$ cat src/rtl/exu_flush_ctrl_mt.sv
// Per-slot flush/stall controller for the barrel-scheduled EXU.
// Each thread slot owns a stall counter that is consumed only on that slot's own turns.
module exu_flush_ctrl_mt #(
  parameter int unsigned NUM_SLOTS  = 4,
  parameter int unsigned CNT_W      = 4,
  parameter int unsigned BR_DEPTH   = 1,
  parameter int unsigned TRAP_DEPTH = 2,
  parameter int unsigned GLB_DEPTH  = 1
) (
  input  logic                 hclk,
  input  logic                 hrstn,
  input  logic [CNT_W-1:0]     cycle_cnt,
  input  logic [1:0]           flush,
  output logic                 flush_stall,
  output logic [NUM_SLOTS-1:0] flush_stall_vec,
  output logic                 flush_busy,
  output logic                 flush_err
);

  localparam int unsigned MAX_BT = (BR_DEPTH > TRAP_DEPTH) ? BR_DEPTH : TRAP_DEPTH;
  localparam int unsigned MAX_D  = (MAX_BT > GLB_DEPTH) ? MAX_BT : GLB_DEPTH;
  localparam int unsigned SC_W   = $clog2(MAX_D + 1);

  localparam logic [1:0] FL_NONE = 2'd0;
  localparam logic [1:0] FL_BR   = 2'd1;
  localparam logic [1:0] FL_TRAP = 2'd2;
  localparam logic [1:0] FL_GLB  = 2'd3;

  logic [SC_W-1:0] cnt_q [NUM_SLOTS];
  logic [SC_W-1:0] cnt_d [NUM_SLOTS];
  logic            err_q;
  logic            err_d;
  logic            valid_c;
  logic [SC_W-1:0] depth_c;
  logic [SC_W-1:0] dec_c;

  function automatic logic [SC_W-1:0] max_f(input logic [SC_W-1:0] a, input logic [SC_W-1:0] b);
    return (a > b) ? a : b;
  endfunction

  assign valid_c = (cycle_cnt != '0) && (cycle_cnt <= CNT_W'(NUM_SLOTS));

  always_comb begin
    depth_c = '0;
    case (flush)
      FL_BR:   depth_c = SC_W'(BR_DEPTH);
      FL_TRAP: depth_c = SC_W'(TRAP_DEPTH);
      FL_GLB:  depth_c = SC_W'(GLB_DEPTH);
      default: depth_c = '0;
    endcase
  end

  // Status outputs reflect counter state and the slot owning this cycle.
  always_comb begin
    flush_stall     = 1'b0;
    flush_stall_vec = '0;
    for (int i = 0; i < int'(NUM_SLOTS); i++) begin
      flush_stall_vec[i] = (cnt_q[i] != '0);
      if (valid_c && (cycle_cnt == CNT_W'(i + 1)) && (cnt_q[i] != '0)) begin
        flush_stall = 1'b1;
      end
    end
    flush_busy = |flush_stall_vec;
  end

  // Owning slot consumes one turn and takes the deeper of remaining/new stall;
  // a global flush raises every other slot without consuming their turns.
  always_comb begin
    err_d = 1'b0;
    dec_c = '0;
    for (int i = 0; i < int'(NUM_SLOTS); i++) begin
      cnt_d[i] = cnt_q[i];
    end
    if (valid_c) begin
      for (int i = 0; i < int'(NUM_SLOTS); i++) begin
        if (cycle_cnt == CNT_W'(i + 1)) begin
          dec_c    = (cnt_q[i] != '0) ? (cnt_q[i] - SC_W'(1)) : '0;
          cnt_d[i] = (flush == FL_NONE) ? dec_c : max_f(dec_c, depth_c);
        end else if (flush == FL_GLB) begin
          cnt_d[i] = max_f(cnt_q[i], SC_W'(GLB_DEPTH));
        end
      end
    end else begin
      err_d = (flush != FL_NONE);
    end
  end

  always_ff @(posedge hclk or negedge hrstn) begin
    if (!hrstn) begin
      for (int i = 0; i < int'(NUM_SLOTS); i++) begin
        cnt_q[i] <= '0;
      end
      err_q <= 1'b0;
    end else begin
      for (int i = 0; i < int'(NUM_SLOTS); i++) begin
        cnt_q[i] <= cnt_d[i];
      end
      err_q <= err_d;
    end
  end

  assign flush_err = err_q;

endmodule

$ cat config.mk
export PLATFORM = sky130hd
export DESIGN_NAME = exu_flush_ctrl_mt
export DESIGN_NICKNAME = d
export VERILOG_FILES = /design/src/rtl/exu_flush_ctrl_mt.sv
export SDC_FILE = /design/constraint.sdc
export NUM_CORES = 1
export LEC_CHECK = 0
export CAP_MARGIN = 20
export CORE_MARGIN = 4
export CORE_UTILIZATION = 40
export CTS_BUF_LIST = sky130_fd_sc_hd__clkbuf_4 sky130_fd_sc_hd__clkbuf_8
export CTS_CLUSTER_DIAMETER = 60
export DETAILED_ROUTE_END_ITERATION = 16
export PLACE_DENSITY_LB_ADDON = 0.12
export RECOVER_POWER = 50
export SKIP_LAST_GASP = 1
export SLEW_MARGIN = 10
export SYNTH_ARGS = -nofsm -noshare
export SYNTH_HDL_FRONTEND = slang
export SYNTH_SLANG_ARGS = --single-unit
$ cat constraint.sdc
create_clock -name hclk -period 1.6 [get_ports hclk]
set_input_delay 0.16 -clock hclk [delete_from_list [all_inputs] [get_ports hclk]]
set_output_delay 0.16 -clock hclk [all_outputs]
set_load 0.05 [all_outputs]
==> metrics list, run 1 <==
* Run status: finished with violations
* Violated checks: negative setup slack
- Across the VDD grid, the largest voltage drop is just over 600 µV.
- Gr usage total: 0.173
* Cell type contributing the most total cell area after synthesis: dfrtp_1
* Synthesized-area fraction occupied by ao, oa, aoi and oai cells: 0.250
- Of all nets on the critical path, the largest fanout is 2.
- At the pin with the least slew margin, the transition time is around 0.59 ns.
- After synthesis the netlist holds a flip-flop and latch count of 9.
- Critical-path cell list: or2_4, or4_4, buf_8
- For the final routed database, the setup TNS stands at -0.290 ns.
* Area of the placeable core: 0.00196 mm²
- Dividing the final minimum period by the clock period gives 1.11.
* Final critical-path required period: ~1.8 ns
- Sequential fraction of the synthesis area: 0.271
* Category of the worst setup path capture point: output port
- Excluding fillers, the count of instances in the completed layout stands at around 170.
- Once routing completed, OpenROAD measured the worst setup slack at -0.181 ns.
- Measured against its own limit, the worst slew margin works out to 0.609.
* Starting density of the core: 0.423
* Vias in the first global route: approximately 760
- Hold timing on the final database bottoms out at a slack of about 0.28 ns.
- Leakage power summed over all cells: roughly 0.60 nW
* Number of top-level pins: 15
- Post-Synthesis Net Count: between 100 and 150
- The worst register-to-register path has a depth of 7.
- Post-synthesis share of cell area spent on xor and xnor gates: 0
* CP arrival: approximately 1.6 ns
- Power spread over the standard cell area amounts to 1120 mW/mm².
- Area of the die: approximately 0.0029 mm²
* Distinct cell type count of the synthesized netlist: 25
- Number of vias in the routed layout: 856
- Cell count after synthesis: 102
- Initial antenna violation count: 0
- The commonest cells after synthesis are 13 x a21oi_1, 12 x ha_1, 12 x inv_1, 10 x nor2_1, 9 x dfrtp_1.
- TritonCTS built the clock tree.
- The final count of pins violating max slew was 0.
* Clock insertion delay at the later pin of the skew report: about 0.27 ns
* Leading post-synthesis cells by cell area: dfrtp_1 27%, ha_1 18%, a21oi_1 7.8%
- Port buffering added 14 buffers.
- Number of filler instances in the final layout: between 150 and 200
- Clock-pin slew of the registers on the worst-case setup and hold paths: 0.06 ns
- Grt ovf: 0
- Buffers inserted to repair hold after CTS numbered 0.
- Height of the die: between 50 and 60 µm
- Required time at the endpoint of the critical path: between 1 and 1.5 ns
- The number of clock buffers added by TritonCTS is 3.
* Post-synth ARST share: 1.00
- Main combinational cell family by area after synthesis: compound AO/OA/AOI/OAI gates
- The detailed router finished its first iteration with 10 violations.
- On the worst path, the slowest cell contributes a delay of approximately 0.55 ns.
* Final setup skew: approximately 0.00012 ns
- Highest achievable clock rate: about 0.56 GHz
* Antenna diodes: 0
- Kind of start point of the critical path: register
* Number of failing hold endpoints at the final stage: 0
* Setup repair after global routing missed its margin: true
- For this run, the post-layout net count is approximately 160.
- Dividing the detail-routed via count by the number of cells gives 5.19.
- Mux cell area share after synthesis: 0
- In the final layout, the share of cells above drive strength 1 is 0.362.
* Routed WL per cell: between 10 and 15 µm
* Die span in x: between 50 and 60 µm
* Netlist Area Pre-Place: slightly above 800 µm²
* Count of nets left with antenna violations after detail routing: 0
- For this run, the detailed router's first-pass iteration total came to 4.
* Layout overhead on the synthesized area: 51.7%
* Detailed placer's ending HPWL: approximately 1600 µm
- Max-cap violations in this run came to 0.
* Yosys warns: 0
* Final setup vio count: 3
- Yosys mapped a number of flops with a built-in enable equal to 0.
- Buffer depth of the longest clock path: 2
- The first global-routing pass estimated ~3500 µm of wire.
- Main flop type after synthesis: dfrtp_1
- In the routed design, unresolved DRC markers number 0.
* Synth top area share: 0.271
- Measured on the finished design, the core utilization comes to 0.642.
- Synthesized area divided by synthesized cell count: 8.15 µm²
- In the post-synthesis netlist, the cell with the most instances is a21oi_1.
* Number of placed instances, taps included: 154
- Adder-cell share of the synthesized area: 0.181
- The tree built by TritonCTS fans out to 9 sinks.
- The final layout contains routed wiring with a total length of ~2300 µm.
- Start-to-end type of the worst setup path: reg -> out
- Entering global routing, the biggest net connects 11 pins.
* Count of standard-cell rows: 16
- Root Buffer: clkbuf_4
- Total chip power: ~0.0014 W
- On the critical path, the stage with the largest delay is an instance of or4_4.
- Post-Synth Simple-Gate Area: 0.230
- Min-delay worst type: in -> async
* RePlAce Congestion: ~0.76
- CTS H-tree lvls: 1
==> worst paths after layout <==
path	from	to	slack, ns
setup / recovery	cnt_q[7]	flush_busy	-0.18
hold / removal	hrstn	cnt_q[5]	0.28
setup reg to reg	cnt_q[6]	cnt_q[6]	0.05
hold reg to reg	cnt_q[2]	cnt_q[2]	0.59
max in group asynchronous	hrstn	cnt_q[3]	0.98
min in group hclk	cycle_cnt[2]	cnt_q[5]	0.51
==> critical path, delay by kind of cell, from the launching register on <==
family | cells | cell delay, ns
DFF | 1 | 0.38
and+or+nand+nor | 2 | 0.81
buffers and inverters | 1 | 0.17
==> through the flow <==
step	cell area [µm²]	setup slack [ns]
3_3_place_gp	1110	-0.212
2_1_floorplan	846	0.00403
4_1_cts	1180	-0.169
6_report	1260	-0.181
5_1_grt	1260	-0.221
3_5_place_dp	1110	-0.256
==> repair_timing <==
action,in CTS,in global routing
endpoints found under the setup margin,2,6
pin swaps,4,10
endpoints found under the hold margin,0,0
setup buffers,4,4
gates resized for setup,8,14
==> flip-flops by register name, summed over array words and instances, names as in the netlist <==
signal	flops
flush_err	1
cnt_q	8
==> kinds of logic after synthesis <==
family	after synthesis
buffers and inverters	15
DFF	9
and+or+nand+nor	34
AOI/OAI and AO/OA	32
adders and majority gates	12
==> routing by layer <==
| metal | routed length (µm) | GRT usage | part of all wire |
|---|---|---|---|
| met4 | 53 | 0.0894 | 0.023 |
| met1 | 957 | 0.215 | 0.42 |
| met3 | 114 | 0.0637 | 0.050 |
| met2 | 1170 | 0.261 | 0.51 |
| met5 | 0 | 0 | 0 |
==> layout make-up <==
type | count | area, µm² | share of cell area
Tap cell | 27 | 33.8 | 0.0268
Inverter | 12 | 45.0 | 0.0357
Multi-Input combinational cell | 78 | 624 | 0.496
Sequential cell | 9 | 228 | 0.181
Timing Repair Buffer | 35 | 299 | 0.237
Clock buffer | 4 | 30.0 | 0.0238
==> where the power goes <==
| group | internal (W) | switching, W | total, W |
|---|---|---|---|
| Sequential | 0.000295 | 0.0000626 | 0.000357 |
| Clock | 0.000114 | 0.0000890 | 0.000203 |
| Combinational | 0.000381 | 0.000470 | 0.000850 |
| Total | 0.000789 | 0.000621 | 0.00141 |
==> cells in the final DEF, fill, tap and decap left out, types with 2 or more instances in the layout <==
| cell type | n |
|---|---|
| inv_1 | 12 |
| ha_1 | 10 |
| buf_4 | 23 |
| dfrtp_1 | 7 |
| buf_6 | 2 |
| dfrtp_2 | 2 |
| nand2b_1 | 3 |
| or2_4 | 2 |
| a21o_1 | 4 |
| nand2_1 | 8 |
| dlygate4sd2_1 | 4 |
| clkbuf_4 | 4 |
| o21ai_0 | 3 |
| a21oi_1 | 12 |
| o32ai_1 | 3 |
| ha_4 | 2 |
| clkdlybuf4s50_1 | 2 |
| nor2_1 | 8 |
| o22ai_1 | 2 |
| nor2_2 | 2 |
Note: power is estimated with default switching activity, not from simulation.
==> run 2: changes to the inputs <==
Settings changed: GPL_ROUTABILITY_DRIVEN set to 1.
==> results of run 2 <==
No change in the layout: final DEF, timing and power equal those of run 1.
